## src/rtl/jvm_operand_emitter_if.sv

```systemverilog
// jvm_operand_emitter_if: fetch-side byte stream, writer-side instruction stream and status of the operand emitter.
interface jvm_operand_emitter_if;
    logic        start;
    logic [2:0]  op_count;
    logic        is_wide;
    logic        sign;
    logic [7:0]  in_byte;
    logic        in_valid;
    logic        in_ready;
    logic [31:0] inst;
    logic        inst_valid;
    logic        inst_ready;
    logic        busy;
    logic        done;
    logic        err;
    modport master (
        output start, op_count, is_wide, sign, in_byte, in_valid, inst_ready,
        input  in_ready, inst, inst_valid, busy, done, err
    );
    modport slave (
        input  start, op_count, is_wide, sign, in_byte, in_valid, inst_ready,
        output in_ready, inst, inst_valid, busy, done, err
    );
endinterface

```

## src/rtl/jvm_operand_emitter.sv

```systemverilog
// jvm_operand_emitter: assembles up to MAX_BYTES big-endian operand bytes into Rn (MOV/LSL/ORR) and pushes it once.
// Macro SIGNEXT_EN adds an LSL/ASR pair that sign-extends 1..3 byte operands.
module jvm_operand_emitter #(
    parameter int MAX_BYTES  = 4,
    parameter int FIFO_DEPTH = 4,
    parameter int REG_NUM    = 0
) (
    input logic clk,
    input logic reset,
    jvm_operand_emitter_if.slave bus
);
    localparam int AW = $clog2(FIFO_DEPTH);
    localparam int CW = AW + 1;
    localparam logic [31:0] N = 32'(REG_NUM & 15);
`ifdef SIGNEXT_EN
    typedef enum logic [2:0] {S_IDLE, S_FIRST, S_SHIFT, S_MERGE, S_PUSH, S_SEXT_L, S_SEXT_A} state_t;
`else
    typedef enum logic [2:0] {S_IDLE, S_FIRST, S_SHIFT, S_MERGE, S_PUSH} state_t;
`endif
    state_t r_state, w_next, w_tail;
    logic [3:0] w_k, r_rem;
    logic w_bad, w_start, w_take, w_adv, w_full, w_pop, r_done, r_err;
    logic [31:0] w_inst;
    logic [31:0] r_mem [FIFO_DEPTH];
    logic [AW-1:0] r_wp, r_rp;
    logic [CW-1:0] r_cnt;
    assign w_k = 4'(bus.op_count) << bus.is_wide;
    assign w_bad = {28'd0, w_k} > 32'(MAX_BYTES);
    assign w_start = bus.start && r_state == S_IDLE;
    assign w_full = r_cnt == CW'(FIFO_DEPTH);
    assign w_pop = r_cnt != 0 && bus.inst_ready;
`ifdef SIGNEXT_EN
    logic r_sext;
    logic [4:0] r_s;
    assign w_tail = r_sext ? S_SEXT_L : S_PUSH;
    always_ff @(posedge clk) begin
        if (reset) begin
            r_sext <= 1'b0;
            r_s <= '0;
        end else if (w_start) begin
            r_sext <= bus.sign && w_k != 0 && w_k < 4;
            r_s <= 5'(6'd32 - {w_k[2:0], 3'b000});
        end
    end
`else
    logic w_unused_sign;
    assign w_unused_sign = bus.sign;
    assign w_tail = S_PUSH;
`endif
    always_ff @(posedge clk) r_state <= reset ? S_IDLE : w_next;
    always_comb begin
        w_next = r_state;
        if (r_state == S_IDLE) begin
            if (w_start && w_k != 0 && !w_bad) w_next = S_FIRST;
        end else if (w_adv) begin
            case (r_state)
                S_FIRST, S_MERGE: w_next = r_rem == 4'd1 ? w_tail : S_SHIFT;
                S_SHIFT:          w_next = S_MERGE;
`ifdef SIGNEXT_EN
                S_SEXT_L:         w_next = S_SEXT_A;
                S_SEXT_A:         w_next = S_PUSH;
`endif
                default:          w_next = S_IDLE;
            endcase
        end
    end
    always_comb begin
        w_take = r_state == S_FIRST || r_state == S_MERGE;
        w_adv = r_state != S_IDLE && !w_full && (!w_take || bus.in_valid);
        bus.in_ready = w_take && !w_full;
        bus.busy = r_state != S_IDLE || r_done;
        bus.done = r_done;
        bus.err = r_err;
        bus.inst_valid = r_cnt != 0;
        bus.inst = r_cnt != 0 ? r_mem[r_rp] : '0;
        case (r_state)
            S_FIRST:  w_inst = 32'hE3A00000 | N << 12 | {24'd0, bus.in_byte};
            S_SHIFT:  w_inst = 32'hE1A00400 | N << 12 | N;
            S_MERGE:  w_inst = 32'hE3800000 | N << 16 | N << 12 | {24'd0, bus.in_byte};
            S_PUSH:   w_inst = 32'hE52D0004 | N << 12;
`ifdef SIGNEXT_EN
            S_SEXT_L: w_inst = 32'hE1A00000 | N << 12 | {27'd0, r_s} << 7 | N;
            S_SEXT_A: w_inst = 32'hE1A00040 | N << 12 | {27'd0, r_s} << 7 | N;
`endif
            default:  w_inst = '0;
        endcase
    end
    always_ff @(posedge clk) begin
        if (reset) begin
            r_rem <= '0;
            r_done <= 1'b0;
            r_err <= 1'b0;
        end else begin
            r_done <= (r_state == S_PUSH && w_adv) || (w_start && w_k == 0);
            r_err <= w_start && w_bad;
            if (w_start) r_rem <= w_k;
            else if (w_adv && w_take) r_rem <= r_rem - 4'd1;
        end
    end
    // a full FIFO blocks the push even when the head is popped in the same cycle
    always_ff @(posedge clk) begin
        if (reset) begin
            r_wp <= '0;
            r_rp <= '0;
            r_cnt <= '0;
        end else begin
            r_wp <= r_wp + AW'(w_adv);
            r_rp <= r_rp + AW'(w_pop);
            r_cnt <= r_cnt + CW'(w_adv) - CW'(w_pop);
        end
    end
    always_ff @(posedge clk) if (w_adv) r_mem[r_wp] <= w_inst;
endmodule

```

## src/flat_wrapper.sv

```systemverilog
// flat-port wrapper written by rule: the top's interface ports become plain ports
module jvm_operand_emitter_flat 
#(
    parameter int MAX_BYTES  = 4,
    parameter int FIFO_DEPTH = 4,
    parameter int REG_NUM    = 0
)
  (clk, reset, bus_start, bus_op_count, bus_is_wide, bus_sign, bus_in_byte, bus_in_valid, bus_inst_ready, bus_in_ready, bus_inst, bus_inst_valid, bus_busy, bus_done, bus_err);
  jvm_operand_emitter_if bus_i ();
  input logic clk;
  input logic reset;
  input wire logic [$bits(bus_i.start)-1:0] bus_start;
  input wire logic [$bits(bus_i.op_count)-1:0] bus_op_count;
  input wire logic [$bits(bus_i.is_wide)-1:0] bus_is_wide;
  input wire logic [$bits(bus_i.sign)-1:0] bus_sign;
  input wire logic [$bits(bus_i.in_byte)-1:0] bus_in_byte;
  input wire logic [$bits(bus_i.in_valid)-1:0] bus_in_valid;
  input wire logic [$bits(bus_i.inst_ready)-1:0] bus_inst_ready;
  output wire logic [$bits(bus_i.in_ready)-1:0] bus_in_ready;
  output wire logic [$bits(bus_i.inst)-1:0] bus_inst;
  output wire logic [$bits(bus_i.inst_valid)-1:0] bus_inst_valid;
  output wire logic [$bits(bus_i.busy)-1:0] bus_busy;
  output wire logic [$bits(bus_i.done)-1:0] bus_done;
  output wire logic [$bits(bus_i.err)-1:0] bus_err;
  assign bus_i.start = bus_start;
  assign bus_i.op_count = bus_op_count;
  assign bus_i.is_wide = bus_is_wide;
  assign bus_i.sign = bus_sign;
  assign bus_i.in_byte = bus_in_byte;
  assign bus_i.in_valid = bus_in_valid;
  assign bus_i.inst_ready = bus_inst_ready;
  assign bus_in_ready = bus_i.in_ready;
  assign bus_inst = bus_i.inst;
  assign bus_inst_valid = bus_i.inst_valid;
  assign bus_busy = bus_i.busy;
  assign bus_done = bus_i.done;
  assign bus_err = bus_i.err;
  jvm_operand_emitter #(.MAX_BYTES(MAX_BYTES), .FIFO_DEPTH(FIFO_DEPTH), .REG_NUM(REG_NUM)) u_core (.clk(clk), .reset(reset), .bus(bus_i));
endmodule
```

## config.mk

```make
export PLATFORM = sky130hd
export DESIGN_NAME = jvm_operand_emitter_flat
export DESIGN_NICKNAME = d
export VERILOG_FILES = /design/src/rtl/jvm_operand_emitter_if.sv /design/src/rtl/jvm_operand_emitter.sv /design/src/flat_wrapper.sv
export SDC_FILE = /design/constraint.sdc
export NUM_CORES = 1
export LEC_CHECK = 0
export CAP_MARGIN = 20
export CORE_MARGIN = 2
export CORE_UTILIZATION = 57
export DETAILED_ROUTE_END_ITERATION = 8
export HOLD_SLACK_MARGIN = 0.15
export PLACE_DENSITY_LB_ADDON = 0.08
export SYNTH_ARGS = -nofsm -noshare
export SYNTH_HDL_FRONTEND = slang
export SYNTH_SLANG_ARGS = --single-unit
```

## constraint.sdc

```tcl
create_clock -name clk -period 4.8 [get_ports clk]
set_clock_uncertainty 0.15 [all_clocks]
set_input_delay 0.96 -clock clk [delete_from_list [all_inputs] [get_ports clk]]
set_output_delay 0.96 -clock clk [all_outputs]
set_load 0.05 [all_outputs]
```

Word level (Yosys, flattened, before mapping). Memory sizes are Yosys's and may differ from the RTL's. A register that Yosys moved wholly into a read port is not among the register bits. Cells that the tools add are included.

Add/subtract/negate cells: 5. Magnitude comparators: 1. Eq/ne operators: 7. Shifts and indexed selects: 1. Muxes and demuxes: 12. Reduce and logical (&&, ||, !) cells: 27.

Operators with widths (number): 32-bit case mux with 4 select lines (1); 32-bit two-way mux (1); 3-bit two-way mux (4); 1-bit logical AND (11); 4-bit two-way mux (2); 3-bit by 2-bit == test with 1-bit output (second input constant) (2); 3-bit == test (second input constant) (2); 3-bit case mux with 2 select lines (1); 3-bit nonzero test (2); 2-bit by 1-bit adder with 2-bit output (2); 4-bit by 1-bit == test with 1-bit output (second input constant) (1); 4-bit by 3-bit greater-than comparator with 1-bit output (second input constant) (1); 4-bit zero test (1); 1-bit logical OR (4); 2-bit nonzero test (2); 4-bit nonzero test (1); 3-bit by 1-bit << shifter with 4-bit output (1); 4-bit by 1-bit subtractor with 4-bit output (second input constant) (1); 3-bit by 1-bit adder with 3-bit output (1); 3-bit by 1-bit == test with 1-bit output (second input constant) (1); 1-bit zero test (3); 3-bit zero test (1); 3-bit by 1-bit subtractor with 3-bit output (1); 1-bit two-way mux (2); 4 further kinds (4).

Register bits: 16. Bits in writable memories: 128. Bits of input ports: 18. Output and inout bits: 37. Logic and storage cells: 61. Memories: 1.

Memories: u_core.r_mem (words 4, width 32, read ports 1, clocked after memory_dff 1, write ports 1, line jvm_operand_emitter.sv:24) `logic [31:0] r_mem [FIFO_DEPTH];`.

Longest topological paths before layout. Gate-level depths: netlist of the first run.

Depth after elaboration: 8. Mapped depth: 10. Mapped depth without buffers: 10.

Least setup slack after synthesis of the first run. No wires, ideal clock.

Path kind: input -> register. Start: input port bus_in_valid. End: register u_core.r_cnt[2]. Library setup time: 0.128 ns. Arrival: 2.685 ns. Data required time: 4.522 ns. Setup slack: 1.838 ns. Stages: 10. Path buffers: 0. Path through: mux2_2 o21ai_1 inv_2 xnor2_1 ha_1 inv_1 fa_1 xor2_1 xnor2_1 nor2_1.

Cells in the longest elaborated chain, start to end: 4.

RTL lines: start, declared (line flat_wrapper.sv:17) `input wire logic [$bits(bus_i.in_valid)-1:0] bus_in_valid;`; 1-bit logical OR (line jvm_operand_emitter.sv:69) `w_adv = r_state != S_IDLE && !w_full && (!w_take || bus.in_valid);`; 1-bit logical AND (line jvm_operand_emitter.sv:69); 3-bit by 1-bit adder with 3-bit output (line jvm_operand_emitter.sv:109) `r_cnt <= r_cnt + CW'(w_adv) - CW'(w_pop);`; 3-bit by 1-bit subtractor with 3-bit output (line jvm_operand_emitter.sv:109); end signal, assigned (line jvm_operand_emitter.sv:109); end, declared (line jvm_operand_emitter.sv:26) `logic [CW-1:0] r_cnt;`.

Every way passes these cells. A chain may end at the register's enable or synchronous reset.

==> results of run 1 <==
-- critical path, stage by stage, from the launching register on --
cell and delay [ns]:
sky130_fd_sc_hd__dfxtp_1 0.79, sky130_fd_sc_hd__mux4_2 0.33, sky130_fd_sc_hd__and2_1 0.18, sky130_fd_sc_hd__clkdlybuf4s50_1 0.82
-- per-layer routing --
metal,track usage [%],vias to the layer above
li1,-,883
met1,26.14,923
met2,31.02,43
met3,3.977,5
met4,7.414,0
met5,0,-
-- cell usage after synthesis (4+ instances only) --
master / instances / share of area (%)
sky130_fd_sc_hd__buf_4: 18 / 4.2
sky130_fd_sc_hd__mux4_2: 14 / 9.8
sky130_fd_sc_hd__inv_1: 4 / 0.47
sky130_fd_sc_hd__a211oi_1: 6 / 1.4
sky130_fd_sc_hd__nor2_1: 15 / 1.7
sky130_fd_sc_hd__xor2_1: 5 / 1.4
sky130_fd_sc_hd__and2_1: 25 / 4.8
sky130_fd_sc_hd__dfxtp_1: 16 / 9.9
sky130_fd_sc_hd__nor3_1: 6 / 0.93
sky130_fd_sc_hd__nor2b_1: 5 / 0.97
sky130_fd_sc_hd__clkbuf_1: 7 / 0.81
sky130_fd_sc_hd__nand3_1: 4 / 0.62
sky130_fd_sc_hd__edfxtp_1: 56 / 52
sky130_fd_sc_hd__xnor2_1: 6 / 1.6
sky130_fd_sc_hd__ha_1: 4 / 1.6
sky130_fd_sc_hd__a21oi_1: 6 / 0.93
sky130_fd_sc_hd__nand2_1: 6 / 0.70
-- flip-flops by register name (all words and copies together) (netlist names) --
signal	count
u_core.r_mem	56
u_core.r_state	3
u_core.r_cnt	3
u_core.r_rem	4
u_core.r_rp	2
u_core.bus.err	1
u_core.bus.done	1
u_core.r_wp	2
-- power breakdown --
group | internal [mW] | leakage, nW | switching [mW] | total (mW)
Clock | 0.238 | 0.0937 | 0.214 | 0.452
Sequential | 0.841 | 0.648 | 0.0661 | 0.907
Combinational | 0.475 | 0.589 | 0.797 | 1.27
Total | 1.55 | 1.33 | 1.08 | 2.63
-- cell families (layout without fill, tap and decap cells) --
group           Yosys count  count (layout)
fa+ha+maj                 5               5
flops                    72              72
mux                      16              16
simple gates             67              67
xor+xnor                 11              11
buf+inv                  32              67
other cells               1              12
compound gates           22              22
-- area by class of cell --
class	count	area, um2	share of cell area (%)
clock buffers	10	127.6	3.334
clock inverters	6	60.06	1.569
inverters	5	18.77	0.4904
multi-input cells	133	1081	28.24
flip-flops and latches	72	2002	52.30
well taps	72	90.09	2.354
repair buffers	46	447.9	11.70
-- through the flow --
step / instance area (um2) / utilization, %
after detailed placement: 3640 / 66.51
after CTS: 3827 / 69.94
after floorplan: 3268 / -
final: 3827 / 69.94
after global placement: 3640 / 66.51
after global routing: 3827 / 69.94
-- final timing paths --
kind,start,to,slack [ns],depth (start not counted)
hold reg to reg,u_core.r_cnt[2],u_core.r_cnt[2],0.39,2
setup reg to reg,u_core.r_state[0],u_core.r_cnt[2],1.98,10
setup / recovery,u_core.r_rp[1],bus_inst[30],1.24,3
hold / removal,u_core.r_cnt[2],u_core.r_cnt[2],0.39,2
==> results by group, run 1 <==
Run status
  – Result of the run: finished clean

Global route
  – Global-route wire length before repair: 8963 um
  – Number of antenna violations at the first check in global routing: 0
  – GRT Total Usage: 19.30%
  – Largest net degree at the start of global routing: 18
  – Vias in the first global route: 1785
  – Leftover overflow at the end of global routing: 0

CTS
  – CTS Root Cell: sky130_fd_sc_hd__clkbuf_8
  – Clock latency at the later pin of the worst-skew pair: 0.33 ns
  – Clock tree from TritonCTS: done
  – TritonCTS Buffers: 9
  – Number of H-tree branching levels: 3
  – Max clock buf depth: 2
  – Resized cells post-CTS: 0
  – Sink Count: 72
  – Setup fix buffers added after clock tree synthesis: 0
  – Clock transition at path regs: 0.07 ns
  – Post-CTS Hold Buffers: 0

Detailed routing
  – Post-Route M1 WL: 2484 um
  – Routed length per instance: 16.08 um
  – Number of vias after detailed routing: 1854
  – Total Routed Length: 5533 um
  – Met2 wirelength from detailed routing: 2794 um
  – Max layer used: met4
  – Met3 wire length: 222 um
  – Post-detailed-route DRC marker count: 0
  – Residual antenna-violating net count after detailed routing: 0
  – First-iteration detailed-routing DRC count: 102
  – Avg Vias per Cell: 5.390
  – Number of iterations in the first detailed-routing pass: 4

Die
  – Floorplan Core Area: 5473 um2
  – Floorplan row count: 27
  – Height of the chip: 79.24 um
  – Horizontal die dimension: 79.24 um
  – I/O pins: 55
  – Total die area: 6279 um2
  – Starting density of the core: 58.96%

Logic synthesis
  – Post-synthesis sequential element count: 72
  – Post-synthesis xor/xnor area fraction: 2.986%
  – Syn Area/Cell: 14.28 um2
  – Number of synthesized flops with an enable pin: 56
  – Mux contribution to synthesized area: 10.47%
  – Dominant combinational cell family by area after synthesis: simple AND/OR/NAND/NOR gates
  – Number of cells produced by synthesis: 226
  – Post-synthesis sequential area ratio: 62.04%
  – Area fraction in and, or, nand and nor cells after synthesis: 11.28%
  – Arithmetic-cell share of the synthesized area counting full adders, half adders and majority gates: 2.171%
  – Compound-gate portion of the synthesized area: 5.041%
  – Synth Cell Area: 3227 um2
  – Top FF cell, synth: sky130_fd_sc_hd__edfxtp_1
  – Synthesis warning total: 0
  – Proportion of synthesized flip-flops having asynchronous set or reset: 0%
  – Number of distinct library cell variants in the gate-level netlist after synthesis: 35

Flow run
  – Max-capacitance violation count: 0

STA
  – Summed negative setup slack over all endpoints: 0 ns
  – Period utilization: 74.23%
  – Tightest Pin Transition: 0.7277 ns
  – Final setup slack of the worst path: 1.237 ns
  – Worst hold margin: 0.3922 ns
  – Final critical delay including setup and external delays: 3.563 ns
  – Max-slew violation total from the final report: 0
  – Maximum frequency from static timing analysis: 280.6 MHz
  – Unrepaired setup endpoints after global routing: false
  – Setup Viol. Count Final: 0
  – Worst max-slew margin expressed relative to the limit: 51.42%
  – Number of hold violations in the final report: 0

Power and ir drop
  – Total Power Consumption: 2.630 mW
  – Leakage power summed over all cells: 1.331 nW
  – Power density cells: 687.2 nW/um2
  – Peak VDD IR: 347.4 uV

Final layout
  – Non-filler cells, final: 344
  – Number of nets in the layout: 290
  – Fill cell total of the finished layout: 394
  – Fraction of final layout cells sized beyond drive strength 1: 14.71%
  – Signed area change from the synthesized netlist to the final layout: 18.61%
  – Most common library cell in the layout ignoring fill and taps: sky130_fd_sc_hd__edfxtp_1
  – Most frequent cells in the layout: 56 x sky130_fd_sc_hd__edfxtp_1, 41 x sky130_fd_sc_hd__clkdlybuf4s50_1, 25 x sky130_fd_sc_hd__and2_1
  – Diodes inserted: 0

Setup path
  – Startpoint types: flop
  – Arrival @ worst endpoint: 2.45 ns
  – Element type at the critical path end: output port
  – Critical path class: reg -> out
  – Worst Path Required: 3.69 ns
  – Largest fanout of any net on the critical path: 15

Placement
  – Detailed-placement wirelength estimate: 3604 um
  – Number of input and output port buffers inserted: 41
  – Worst slack, placed: 1.091 ns
  – Placed Cells incl. Taps: 328
  – Last weighted congestion value of the routability-driven placer: 0.7570

Min path
  – Hold crit path type: reg -> reg
(Power assumes the default switching activity.)
==> run 2: changes to the inputs <==
--- a/config.mk
+++ b/config.mk
@@ -7,7 +7,7 @@
 export LEC_CHECK = 0
 export CAP_MARGIN = 20
 export CORE_MARGIN = 2
-export CORE_UTILIZATION = 57
+export CORE_UTILIZATION = 47
 export DETAILED_ROUTE_END_ITERATION = 8
 export HOLD_SLACK_MARGIN = 0.15
 export PLACE_DENSITY_LB_ADDON = 0.08
==> constraint.sdc (replaced) <==
create_clock -name clk -period 3.2 [get_ports clk]
set_clock_uncertainty 0.15 [all_clocks]
set_input_delay 0.64 -clock clk [delete_from_list [all_inputs] [get_ports clk]]
set_output_delay 0.64 -clock clk [all_outputs]
set_load 0.05 [all_outputs]
==> results by group, run 2 (synthesized netlist as in run 1, its figures left out) <==
Run status
  – Result of the run: finished clean

Die
  – Horizontal die dimension: 86.86 um (+9.6%)
  – Total die area: 7545 um2 (+20%)
  – Floorplan Core Area: 6719 um2 (+23%)
  – Starting density of the core: 48.03% (-11 points)
  – Floorplan row count: 30 (+11%)
  – Height of the chip: 86.86 um (+9.6%)
  – I/O pins: 55 (unchanged)

Detailed routing
  – Number of vias after detailed routing: 1866 (+0.65%)
  – Residual antenna-violating net count after detailed routing: 0 (unchanged)
  – Total Routed Length: 5783 um (+4.5%)
  – Number of iterations in the first detailed-routing pass: 4 (unchanged)
  – First-iteration detailed-routing DRC count: 107 (+4.9%)
  – Avg Vias per Cell: 5.212 (-3.3%)
  – Post-detailed-route DRC marker count: 0 (unchanged)
  – Routed length per instance: 16.15 um (+0.43%)

Final layout
  – Number of flip-flops in the largest register: 56 (unchanged)
  – Diodes inserted: 0 (unchanged)
  – Top reg by flops: u_core.r_mem
  – Signed area change from the synthesized netlist to the final layout: 19.23%
  – Final core utilization: 57.26% (-13 points)
  – Most frequent cells in the layout: 56 x sky130_fd_sc_hd__edfxtp_1, 31 x sky130_fd_sc_hd__buf_4, 25 x sky130_fd_sc_hd__and2_1
  – Top flop regs: u_core.r_mem x56, u_core.r_rem x4
  – Fraction of final layout cells sized beyond drive strength 1: 23.74% (+9.0 points)
  – Most common library cell in the layout ignoring fill and taps: sky130_fd_sc_hd__edfxtp_1
  – Number of nets in the layout: 296 (+2.1%)

Setup path
  – Largest fanout of any net on the critical path: 11 (-4)
  – WP buf/inv: 1 (unchanged)
  – Crit-path leading delay family: buffers and inverters
  – Max incr delay on CP: 0.78 ns (-0.04 ns)
  – Startpoint types: flop
  – Cell-by-cell listing of the critical path: or3_1 > clkdlybuf4s50_1
  – Element type at the critical path end: output port
  – Critical path class: reg -> out
  – Arrival @ worst endpoint: 2.01 ns (-0.44 ns)
  – Worst Path Required: 2.41 ns (-1.28 ns)
  – Highest-delay cell along the critical path: sky130_fd_sc_hd__clkdlybuf4s50_1

STA
  – Tightest Pin Transition: 0.6339 ns (-0.09382 ns)
  – Final critical delay including setup and external delays: 2.804 ns
  – Summed negative setup slack over all endpoints: 0 ns (unchanged)
  – Worst max-slew margin expressed relative to the limit: 57.61% (+6.2 points)
  – Setup Viol. Count Final: 0 (unchanged)
  – Period utilization: 87.62%
  – Maximum frequency from static timing analysis: 356.7 MHz
  – Number of hold violations in the final report: 0 (unchanged)
  – Max-slew violation total from the final report: 0 (unchanged)
  – Unrepaired setup endpoints after global routing: false

Placement
  – Last weighted congestion value of the routability-driven placer: 0.7197 (-4.9%)
  – Detailed-placement wirelength estimate: 3795 um (+5.3%)
  – Number of input and output port buffers inserted: 41 (unchanged)

Flow run
  – Max-capacitance violation count: 0 (unchanged)

Global route
  – Number of antenna violations at the first check in global routing: 0 (unchanged)
  – GRT Total Usage: 16.73% (-2.6 points)
  – Leftover overflow at the end of global routing: 0 (unchanged)
  – Largest net degree at the start of global routing: 18 (unchanged)
  – M3 GR Usage: 3.791% (-0.19 points)
  – Global-route wire length before repair: 9177 um (+2.4%)
  – Most used routing layer in global routing: met2
  – Met1 Use GR: 21.99% (-4.1 points)
  – Met2 demand-to-capacity share in global routing: 27.00% (-4.0 points)
  – Vias in the first global route: 1806 (+1.2%)

Power and ir drop
  – Power density cells: 1032 nW/um2 (+50%)
  – Peak VDD IR: 471.8 uV (+36%)
  – Leakage power summed over all cells: 1.402 nW (+5.3%)

CTS
  – CTS Root Cell: sky130_fd_sc_hd__clkbuf_8
  – TritonCTS Buffers: 9 (unchanged)
  – Clock transition at path regs: 0.07 ns (about the same)
  – Clock latency at the later pin of the worst-skew pair: 0.33 ns (about the same)
  – Max clock buf depth: 2 (unchanged)
  – Resized cells post-CTS: 0 (unchanged)
  – Number of H-tree branching levels: 3 (unchanged)
  – Setup fix buffers added after clock tree synthesis: 0 (unchanged)
  – Clock tree from TritonCTS: done
  – Sink Count: 72 (unchanged)
  – Post-CTS Hold Buffers: 0 (unchanged)

Min path
  – Hold crit path type: reg -> reg
[run 2: cell count changes in the layout (fill, tap and decap cells not counted), sizes merged]
cell / change
clkinvlp: -1
clkdlybuf4s50: -21
clkinv: -2
clkbuf: +3
buf: +27
[run 2: stage by stage]
stage | hold slack (ns) | setup WS, ns | total power [mW] | cells | instance area [um2]
after floorplan | 0.3404 | 0.5578 | 2.808 | 237 | 3268
after global placement | 0.3748 | 0.1842 | 3.301 | 342 | 3655
after detailed placement | 0.3824 | 0.1551 | 3.323 | 342 | 3655
after CTS | 0.4032 | 0.3450 | 4.019 | 358 | 3847
after global routing | 0.4480 | 0.2912 | 4.204 | 358 | 3847
final | 0.3985 | 0.3962 | 3.972 | 358 | 3847
[run 2: final cells by class]
type / count / area (um2)
fillers: 550 / 2872
flip-flops and latches: 72 / 2002
multi-input cells: 133 / 1081
repair buffers: 52 / 452.9
clock buffers: 13 / 148.9
well taps: 80 / 100.1
clock inverters: 3 / 43.79
inverters: 5 / 18.77
[run 2: path summary, 6_finish.rpt]
check | slack [ns] | depth (start not counted) | end | from
worst max-delay path | 0.40 | 2 | bus_inst_valid | u_core.r_cnt[1]
worst min-delay path | 0.40 | 2 | u_core.r_cnt[2] | u_core.r_cnt[2]
worst max register to register | 0.73 | 9 | u_core.r_cnt[2] | u_core.r_cnt[1]
worst min register to register | 0.40 | 2 | u_core.r_cnt[2] | u_core.r_cnt[2]
[run 2: where the power goes]
| group | internal, mW | switching, mW | total, mW |
|---|---|---|---|
| registers | 1.26 | 0.0872 | 1.35 |
| clock network | 0.383 | 0.314 | 0.697 |
| logic | 0.707 | 1.22 | 1.93 |
[run 2: per-layer routing]
| metal | vias to the layer above | part of all wire [%] |
|---|---|---|
| met5 | - | 0 |
| li1 | 898 | - |
| met3 | 7 | 3.2 |
| met2 | 39 | 50 |
| met1 | 922 | 46 |
| met4 | 0 | 1.5 |
[run 2: tightest hold or removal path, delay by kind of cell, from the launching register on]
kind | cells | cell delay [ns]
xor+xnor | 1 | 0.08
simple gates | 1 | 0.07
flops | 1 | 0.36
